$ cat src/rtl/mem_stage_ctrl.sv
// mem_stage_ctrl: memory-stage controller between the X/M latch and data
// memory / memory-mapped peripherals.
//   - Plain data-memory stores complete in the IDLE cycle with no stall.
//   - Data-memory loads stall for DMEM_LAT+1 cycles.
//   - Every MMIO access stalls until io_ack arrives or IO_TIMEOUT expires.
//   - After any stalled access, one DONE cycle releases stall so the
//     X/M latch can advance.
// Ports:
//   clock, reset                 rising-edge clock, async active-high reset
//   xm_valid/insn/addr/data      X/M latch contents
//   mem_addr/wdata/we, mem_rdata data-memory port (addr/wdata/we combinational)
//   io_addr/wdata/we/req         peripheral request (registered)
//   io_ack, io_rdata             peripheral completion and read data
//   stall                        pipeline freeze (combinational)
//   load_data                    result of the last completed load
//   bus_err                      sticky MMIO timeout flag
module mem_stage_ctrl #(
    parameter int unsigned DMEM_LAT   = 1,
    parameter int unsigned ADDR_W     = 12,
    parameter logic [31:0] MMIO_BASE  = 32'h0000_F000,
    parameter int unsigned IO_TIMEOUT = 16
) (
    input  logic              clock,
    input  logic              reset,
    input  logic              xm_valid,
    input  logic [31:0]       xm_insn,
    input  logic [31:0]       xm_addr,
    input  logic [31:0]       xm_data,
    output logic [ADDR_W-1:0] mem_addr,
    output logic [31:0]       mem_wdata,
    output logic              mem_we,
    input  logic [31:0]       mem_rdata,
    output logic [31:0]       io_addr,
    output logic [31:0]       io_wdata,
    output logic              io_we,
    output logic              io_req,
    input  logic              io_ack,
    input  logic [31:0]       io_rdata,
    output logic              stall,
    output logic [31:0]       load_data,
    output logic              bus_err
);

    localparam logic [4:0]  OP_SW  = 5'b00111;
    localparam logic [4:0]  OP_LW  = 5'b01000;
    localparam int unsigned LCNT_W = (DMEM_LAT > 1) ? $clog2(DMEM_LAT) : 1;
    localparam int unsigned TCNT_W = (IO_TIMEOUT > 1) ? $clog2(IO_TIMEOUT) : 1;

    typedef enum logic [1:0] {
        IDLE      = 2'd0,
        DMEM_WAIT = 2'd1,
        IO_WAIT   = 2'd2,
        DONE      = 2'd3
    } stateT;

    stateT             state;
    logic [LCNT_W-1:0] loadCnt;
    logic [TCNT_W-1:0] ioCnt;

    logic isSw;
    logic isLw;
    logic isMmio;
    logic access;

    // Only the opcode field of the instruction matters here.
    logic unusedInsn;
    assign unusedInsn = |xm_insn[26:0];

    // Instruction decode.
    assign isSw   = (xm_insn[31:27] == OP_SW);
    assign isLw   = (xm_insn[31:27] == OP_LW);
    assign isMmio = (xm_addr >= MMIO_BASE);
    assign access = xm_valid & (isSw | isLw);

    // Data-memory address/data follow the X/M latch directly.
    assign mem_addr  = xm_addr[ADDR_W-1:0];
    assign mem_wdata = xm_data;

    // Stall and store enable come straight from state plus the IDLE decode.
    always_comb begin
        stall  = 1'b0;
        mem_we = 1'b0;
        case (state)
            IDLE: begin
                if (access) begin
                    if (isMmio || isLw) begin
                        stall = 1'b1;
                    end else begin
                        mem_we = 1'b1;
                    end
                end
            end
            DMEM_WAIT: stall = 1'b1;
            IO_WAIT:   stall = 1'b1;
            default:   stall = 1'b0;
        endcase
    end

    // Access sequencer with registered peripheral interface and results.
    always_ff @(posedge clock or posedge reset) begin
        if (reset) begin
            state     <= IDLE;
            loadCnt   <= '0;
            ioCnt     <= '0;
            io_req    <= 1'b0;
            io_we     <= 1'b0;
            io_addr   <= '0;
            io_wdata  <= '0;
            load_data <= '0;
            bus_err   <= 1'b0;
        end else begin
            case (state)
                IDLE: begin
                    if (access && isMmio) begin
                        io_req   <= 1'b1;
                        io_we    <= isSw;
                        io_addr  <= xm_addr;
                        io_wdata <= xm_data;
                        ioCnt    <= '0;
                        state    <= IO_WAIT;
                    end else if (access && isLw) begin
                        loadCnt <= LCNT_W'(DMEM_LAT - 1);
                        state   <= DMEM_WAIT;
                    end
                end
                DMEM_WAIT: begin
                    if (loadCnt == '0) begin
                        load_data <= mem_rdata;
                        state     <= DONE;
                    end else begin
                        loadCnt <= loadCnt - LCNT_W'(1);
                    end
                end
                IO_WAIT: begin
                    // An ack on the final timeout cycle still wins over the error.
                    if (io_ack) begin
                        io_req <= 1'b0;
                        io_we  <= 1'b0;
                        if (!io_we) begin
                            load_data <= io_rdata;
                        end
                        state <= DONE;
                    end else if (ioCnt == TCNT_W'(IO_TIMEOUT - 1)) begin
                        io_req  <= 1'b0;
                        io_we   <= 1'b0;
                        bus_err <= 1'b1;
                        if (!io_we) begin
                            load_data <= '0;
                        end
                        state <= DONE;
                    end else begin
                        ioCnt <= ioCnt + TCNT_W'(1);
                    end
                end
                DONE:    state <= IDLE;
                default: state <= IDLE;
            endcase
        end
    end

endmodule

$ cat config.mk
export PLATFORM = sky130hd
export DESIGN_NAME = mem_stage_ctrl
export DESIGN_NICKNAME = d
export VERILOG_FILES = /design/src/rtl/mem_stage_ctrl.sv
export SDC_FILE = /design/constraint.sdc
export NUM_CORES = 1
export LEC_CHECK = 0
export BUFFER_PORTS_ARGS = -buffer_cell sky130_fd_sc_hd__buf_2
export CAP_MARGIN = 15
export CORE_AREA = 2 2 120 122
export DETAILED_ROUTE_END_ITERATION = 7
export DIE_AREA = 0 0 122 124
export PLACE_DENSITY = 0.76
export SYNTH_ARGS = -nofsm -noshare
export SYNTH_HDL_FRONTEND = slang
export SYNTH_SLANG_ARGS = --single-unit
$ cat constraint.sdc
create_clock -name clock -period 4.8 [get_ports clock]
set_clock_uncertainty 0.2 [all_clocks]
set_input_delay 0.48 -clock clock [delete_from_list [all_inputs] [get_ports clock]]
set_output_delay 0.48 -clock clock [all_outputs]
set_load 0.02 [all_outputs]
==> qor.txt, run 1 <==
Sw Ratio: 0.418
CTS-repair resized insts: 0
Worst setup path class: in2out
Post-CTS Repair Setup Buffers: 0
Seq/Total Area, Yosys: 0.533
Htree depth: 3
Maximum vdd ir drop: 0.281 mV
Maxcap violations: 0
Hpwl dp: 8980 µm
Iter 0 DRT Violations: 172
Dominant cells by area after synthesis: dfrtp_1 (53%), mux2_2 (8.9%), buf_4 (7.2%)
Internal Power: 2.23 mW
Vias in the first global route: 3608
Worst reg-to-reg setup slack: 2.13 ns
# setup viols final: 0
CTS Root Cell: clkbuf_16
CTS tree: done
Pin count of the biggest net entering global routing: 68
Max Slew Vio Count: 0
Distinct cells, synth: 34
Adder-cell share of the synthesized area: 0.0127
Area of the die: 0.0151 mm²
Die height: 124 µm
Initial DRT Pass Iterations: 4
Largest family of logic cells by synthesized area: multiplexers
Critical path peak fanout: 3
Worst Hold Class: in2async
Most numerous cell in the Yosys netlist: dfrtp_1
Mapped Area: 0.00493 mm²
Total power: 3.82 mW
Top FF cell, synth: dfrtp_1
Clock group share of total power: 0.179
Synth cell count leaders: dfrtp_1 (105), buf_4 (47), nand2_1 (40)
Leading area contributor after synthesis: dfrtp_1
End of the worst register-to-register path: load_data[18]$_DFFE_PP0P_
Wire length per cell: 13.7 µm
Final worst-path cycle share: 0.573
Sequential Power Share: 0.373
Worst slew margin: 0.333
Worst R2R Path Depth: 6
Share of cells above drive strength 1: 0.521
Post-synthesis cell count: 433
Clock sinks: 105
YS warnings: 0
Routed wire length: 11600 µm
I/O pins: 309
Syn Nets: 602
Final nets: 830
Setup TNS: 0 ns
Final hold vios: 0
Share of synthesized registers carrying an async set or reset: 1.00
Aggregate global routing overflow: 0
P&R area growth vs syn: 30.2%
WP data required: 4.12 ns
Hold_ws: 0.0694 ns
CTS Buffer Depth: 2
Inserted Clock Buffers: 9
Drt via density: 4.63
Fmax: 364 MHz
Via count: 3921
Cts hold-fix bufs: 0
DRC violations left: 0
Initial core utilization: 0.359
Die width: 122 µm
Final Instance Count excl. Fillers: 846
Psw: 1.60 mW
Simple-gate share of the synthesized area: 0.105
Core footprint: 0.0137 mm²
Worst EP arrival: 2.07 ns
Port-buffer cells: 281
M1 WL: 4610 µm
Gr usage total: 0.148
Comb power frac: 0.448
Slew @ Worst Pin: 1.00 ns
Placement row count: 43
Top layer in use: met4
Status: completed
Leakage power: 3.52 nW
CP endpoint kind: primary output
Xor/xnor cell area share of the yosys netlist: 0
PD cells: 596 mW/mm²
Post-synth EDFFs: 0
Met2 WL: 5790 µm
# diodes: 0
CP startpoint kind: input pin
Worst r2r src: state[0]$_DFFE_PP0P_
Mux cell area share after synthesis: 0.159
Min Clock Period, post-route: 2.75 ns
First-pass GRT wire length: 17400 µm
Synthesized area per cell: 11.4 µm²
Fin util: 0.468
Placed cell count: 830
Initial antenna violation count: 0
Yosys top cell area share: 0.533
Post-synthesis compound-gate area fraction: 0.0924
RSZ-0062 raised after global routing: false
Met3 wire len: 924 µm
DRT antenna net count: 0
Worst skew pair latency: 0.34 ns
Clk slew on worst S/H paths: 0.07 ns
Routability congestion estimate: 0.780
Crit. Startpoint: xm_addr[21]
#FFs+latches synth: 105
## state kept, by name, summed over array words and instances (netlist names)
| signal | flops |
|---|---|
| state | 2 |
| io_we | 1 |
| io_req | 1 |
| io_addr | 32 |
| bus_err | 1 |
| load_data | 32 |
| ioCnt | 4 |
| io_wdata | 32 |
## layout make-up
| type | instances | area [µm²] |
|---|---|---|
| clock buffers | 9 | 225 |
| inverters | 7 | 28.8 |
| well taps | 180 | 225 |
| fillers | 1322 | 7300 |
| repair buffers | 284 | 1430 |
| flip-flops and latches | 105 | 2630 |
| multi-input cells | 254 | 1830 |
| clock inverters | 7 | 52.6 |
## cell usage in the layout (no fill, tap or decap), drive strengths merged
| master | synthesis | routed |
|---|---|---|
| a211o | 2 | 2 |
| a21oi | 33 | 33 |
| a22oi | 1 | 1 |
| a2bb2oi | 1 | 1 |
| a31o | 1 | 1 |
| a31oi | 3 | 3 |
| and2 | 2 | 2 |
| and4b | 1 | 1 |
| buf | 51 | 284 |
| clkbuf | 16 | 9 |
| clkinv | 0 | 3 |
| clkinvlp | 0 | 1 |
| dfrtp | 105 | 105 |
| ha | 5 | 5 |
| inv | 7 | 10 |
| mux2 | 66 | 66 |
| mux2i | 4 | 4 |
| nand2 | 40 | 40 |
| nand2b | 2 | 2 |
| nand3 | 7 | 7 |
| nand3b | 2 | 2 |
| nand4 | 2 | 2 |
| nor2 | 2 | 2 |
| nor2b | 34 | 34 |
| nor3 | 1 | 1 |
| nor4 | 3 | 3 |
| nor4b | 1 | 1 |
| o211a | 1 | 1 |
| o211ai | 2 | 2 |
| o21ai | 35 | 35 |
| o21bai | 2 | 2 |
| or4 | 1 | 1 |
## worst max-delay path by stage
| stage | to | slack, ns |
|---|---|---|
| CTS | stall | 1.96 |
| finish | stall | 2.05 |
| global route | load_data[18]$_DFFE_PP0P_ | 1.87 |
| global placement | io_wdata[30]$_DFFE_PP0P_ | 1.62 |
| detailed placement | io_addr[3]$_DFFE_PP0P_ | 1.63 |
| floorplan | bus_err$_DFFE_PP0P_ | 1.36 |
## logic make-up after synthesis
kind of cell,count (synthesis)
muxes,70
adders and majority gates,5
DFF,105
and+or+nand+nor,98
AOI/OAI and AO/OA,81
buffers and inverters,74
## power by group through the flow
stage | registers [mW] | clock network [mW] | logic, mW
after detailed placement | 1.44 | 0 | 1.75
after global placement | 1.42 | 0 | 1.71
after global routing | 1.47 | 0.750 | 1.89
final | 1.43 | 0.684 | 1.71
after CTS | 1.43 | 0.717 | 1.75
after floorplan | 1.86 | 0 | 0.747
## layer usage
metal | up-vias | GRT usage
met4 | 0 | 0.0704
met3 | 22 | 0.0449
met2 | 179 | 0.252
met5 | - | 0
li1 | 1898 | -
met1 | 1822 | 0.171
## critical path, stage by stage
cell and delay (ns):
buf_2 0.10, nor4_1 0.49, nand4_1 0.31, a211o_1 0.34
nand3_1 0.10, a21oi_1 0.09, buf_2 0.17
## per-stage QoR
stage / setup WS, ns / cell area, µm²
CTS: 1.96 / 6420
global route: 1.87 / 6420
global placement: 1.62 / 6140
floorplan: 1.36 / 4930
finish: 2.05 / 6420
detailed placement: 1.63 / 6140
Note: power is estimated with default switching activity, not from simulation.
==> run 2, diff against run 1 <==
Settings changed: ABC_AREA set to 1, CORE_AREA 2 2 120 122 to 2 2 119 121, DIE_AREA 0 0 122 124 to 0 0 121 123, PLACE_DENSITY 0.76 to 0.79.
Clock period 4.8 ns to 2.55 ns, I/O delays scaled along.
==> qor.txt, run 2 <==
Syn Nets: 785 (+30%)
Leakage power: 4.07 nW (+16%)
Slew @ Worst Pin: 0.684 ns (-0.318 ns)
CTS Buffer Depth: 2 (unchanged)
Final nets: 1083 (+30%)
Mapped Area: 0.00523 mm² (+6.1%)
Mux cell area share after synthesis: 0 (-0.159)
Status: completed
Distinct cells, synth: 24 (-29%)
Synth cell count leaders: nand2_1 (202), nand3_1 (108), dfrtp_1 (105)
Xor/xnor cell area share of the yosys netlist: 0.00335 (+0.00335)
Dominant cells by area after synthesis: dfrtp_1 (50%), nand2_1 (14%), nand3_1 (10%)
Fmax: 413 MHz
PD cells: 1100 mW/mm² (+84%)
Vias in the first global route: 5132 (+42%)
Drt via density: 4.98 (+7.5%)
Inserted Clock Buffers: 9 (unchanged)
Sw Ratio: 0.443 (+0.0252)
Top flop regs: io_addr (32), io_wdata (32), load_data (32)
Adder-cell share of the synthesized area: 0.0120 (-0.000731)
Wire length per cell: 14.9 µm (+8.6%)
Routed wire length: 16400 µm (+41%)
Post-synthesis cell count: 616 (+42%)
Aggregate global routing overflow: 0 (unchanged)
Critical path peak fanout: 7 (+4)
Post-synthesis compound-gate area fraction: 0.0892 (-0.00317)
Min Clock Period, post-route: 2.42 ns
Number of fillers in the final layout: 1166 (-12%)
# diodes: 0 (unchanged)
Leading area contributor after synthesis: dfrtp_1
Hpwl dp: 10500 µm (+17%)
Core footprint: 0.0136 mm² (-0.78%)
Largest family of logic cells by synthesized area: simple AND/OR/NAND/NOR gates
First-pass GRT wire length: 25300 µm (+45%)
# setup viols final: 0 (unchanged)
Internal Power: 4.61 mW (+110%)
Yosys top cell area share: 0.502 (-0.0307)
Share of synthesized registers carrying an async set or reset: 1.00 (unchanged)
Pin count of the biggest net entering global routing: 106 (+56%)
#FFs+latches synth: 105 (unchanged)
Total power: 8.27 mW (+120%)
RSZ-0062 raised after global routing: false
Commonest non-fill, non-tap cell in the layout: buf_2
YS warnings: 0 (unchanged)
DRC violations left: 0 (unchanged)
Sequential Power Share: 0.352 (-0.021)
Top FF cell, synth: dfrtp_1
Psw: 3.66 mW (+130%)
Worst Hold Class: in2reg
Setup TNS: 0 ns (unchanged)
Max Slew Vio Count: 0 (unchanged)
Port-buffer cells: 281 (unchanged)
Die width: 121 µm (-0.82%)
Hold_ws: 0.0138 ns (-0.0556 ns)
Routability congestion estimate: 0.797 (+2.1%)
Register Area: 0.00263 mm² (unchanged)
Post-synth EDFFs: 0 (unchanged)
P&R area growth vs syn: 43.9%
Footprint of the multi-input gates: 0.00197 mm² (+7.5%)
Most numerous cell in the Yosys netlist: nand2_1
Worst slew margin: 0.544 (+0.212)
CTS tree: done
Clk slew on worst S/H paths: 0.07 ns (about the same)
WP data required: 2.10 ns (-2.02 ns)
Die height: 123 µm (-0.81%)
Initial antenna violation count: 0 (unchanged)
Seq/Total Area, Yosys: 0.502 (-0.0307)
Worst setup path class: in2out
CP endpoint kind: primary output
CP startpoint kind: input pin
Synthesized area per cell: 8.49 µm² (-25%)
Clock sinks: 105 (unchanged)
I/O pins: 309 (unchanged)
Via count: 5478 (+40%)
Share of cells above drive strength 1: 0.345 (-0.176)
Comb power frac: 0.490 (+0.042)
Most frequent cells in the layout: buf_2 (281), nand2_1 (200), nand3_1 (108)
Worst skew pair latency: 0.34 ns (about the same)
CTS Root Cell: clkbuf_16
Worst EP arrival: 1.97 ns (-0.10 ns)
Initial DRT Pass Iterations: 5 (+1)
Area of the die: 0.0149 mm² (-1.6%)
Final hold vios: 0 (unchanged)
Maxcap violations: 0 (unchanged)
Initial core utilization: 0.384 (+0.0250)
DRT antenna net count: 0 (unchanged)
Simple-gate share of the synthesized area: 0.268 (+0.163)
Gr usage total: 0.214 (+0.0661)
Iter 0 DRT Violations: 294 (+71%)
Clock group share of total power: 0.159 (-0.020)
Maximum vdd ir drop: 0.689 mV (+140%)
Final worst-path cycle share: 0.950
Placement row count: 43 (unchanged)
Htree depth: 3 (unchanged)
==> run 2: worst max-delay path, cell delays in order <==
cell and delay (ns):
dlygate4sd3_1 0.53, buf_2 0.13, nor2_1 0.12, nand2_1 0.12, nor2_1 0.14, nand3_2 0.18
nand2_1 0.15, nand2_1 0.06, nand2_1 0.05, a21oi_1 0.06, buf_2 0.16
==> run 2: timing repair <==
item | in CTS | in global routing
setup endpoints to repair | 0 | 0
setup buffers | 0 | 0
resized for setup | 0 | 0
hold endpoints to repair | 187 | 0
hold buffers | 83 | 0
==> run 2: cell type report <==
cell class,instances,area share
sequential,105,0.349
tap,180,0.0299
timing repair buffer,376,0.316
inverter,14,0.00748
multi-input combinational,408,0.261
clock inverter,5,0.00415
clock buffer,11,0.0322
==> run 2: logic make-up (layout without fill, tap and decap cells) <==
| group | Yosys count | after routing |
|---|---|---|
| buf+inv | 103 | 406 |
| xor+xnor | 2 | 2 |
| flops | 105 | 105 |
| simple gates | 333 | 333 |
| fa+ha+maj | 5 | 5 |
| compound gates | 68 | 68 |
==> run 2: worst paths after layout <==
| path | cells after the start | start | to | slack (ns) |
|---|---|---|---|---|
| max | 11 | xm_addr[16] | stall | 0.13 |
| min | 3 | mem_rdata[10] | load_data[10]$_DFFE_PP0P_ | 0.01 |
| max reg2reg | 7 | state[0]$_DFFE_PP0P_ | ioCnt[3]$_DFFE_PP0P_ | 0.53 |
| min reg2reg | 2 | io_wdata[28]$_DFFE_PP0P_ | io_wdata[28]$_DFFE_PP0P_ | 0.27 |
| max in group asynchronous | 4 | reset | io_wdata[21]$_DFFE_PP0P_ | 1.25 |
| min in group asynchronous | 4 | reset | io_addr[8]$_DFFE_PP0P_ | 0.39 |
==> run 2: metal layers <==
metal / routed length, µm / vias up / track usage
li1: - / 2615 / -
met1: 6410 / 2573 / 0.257
met2: 8130 / 266 / 0.371
met3: 1490 / 24 / 0.0526
met4: 339 / 0 / 0.0828
met5: 0 / - / 0
==> run 2: stage by stage <==
step,util,cells,instance area [µm²],setup slack [ns]
after floorplan,-,616,5240,0.540
after global placement,0.472,1000,6420,0.543
after detailed placement,0.472,1000,6420,0.532
after CTS,0.553,1099,7530,0.0864
after global routing,0.553,1099,7530,0.0102
final,0.553,1099,7530,0.128
==> run 2: power groups by stage <==
stage	Clock (mW)	Combinational (mW)	Sequential, mW
3_5_place_dp	0	3.97	2.89
3_3_place_gp	0	3.86	2.90
2_1_floorplan	0	1.64	3.85
6_report	1.31	4.05	2.91
5_1_grt	1.40	4.44	3.00
4_1_cts	1.34	4.05	2.89
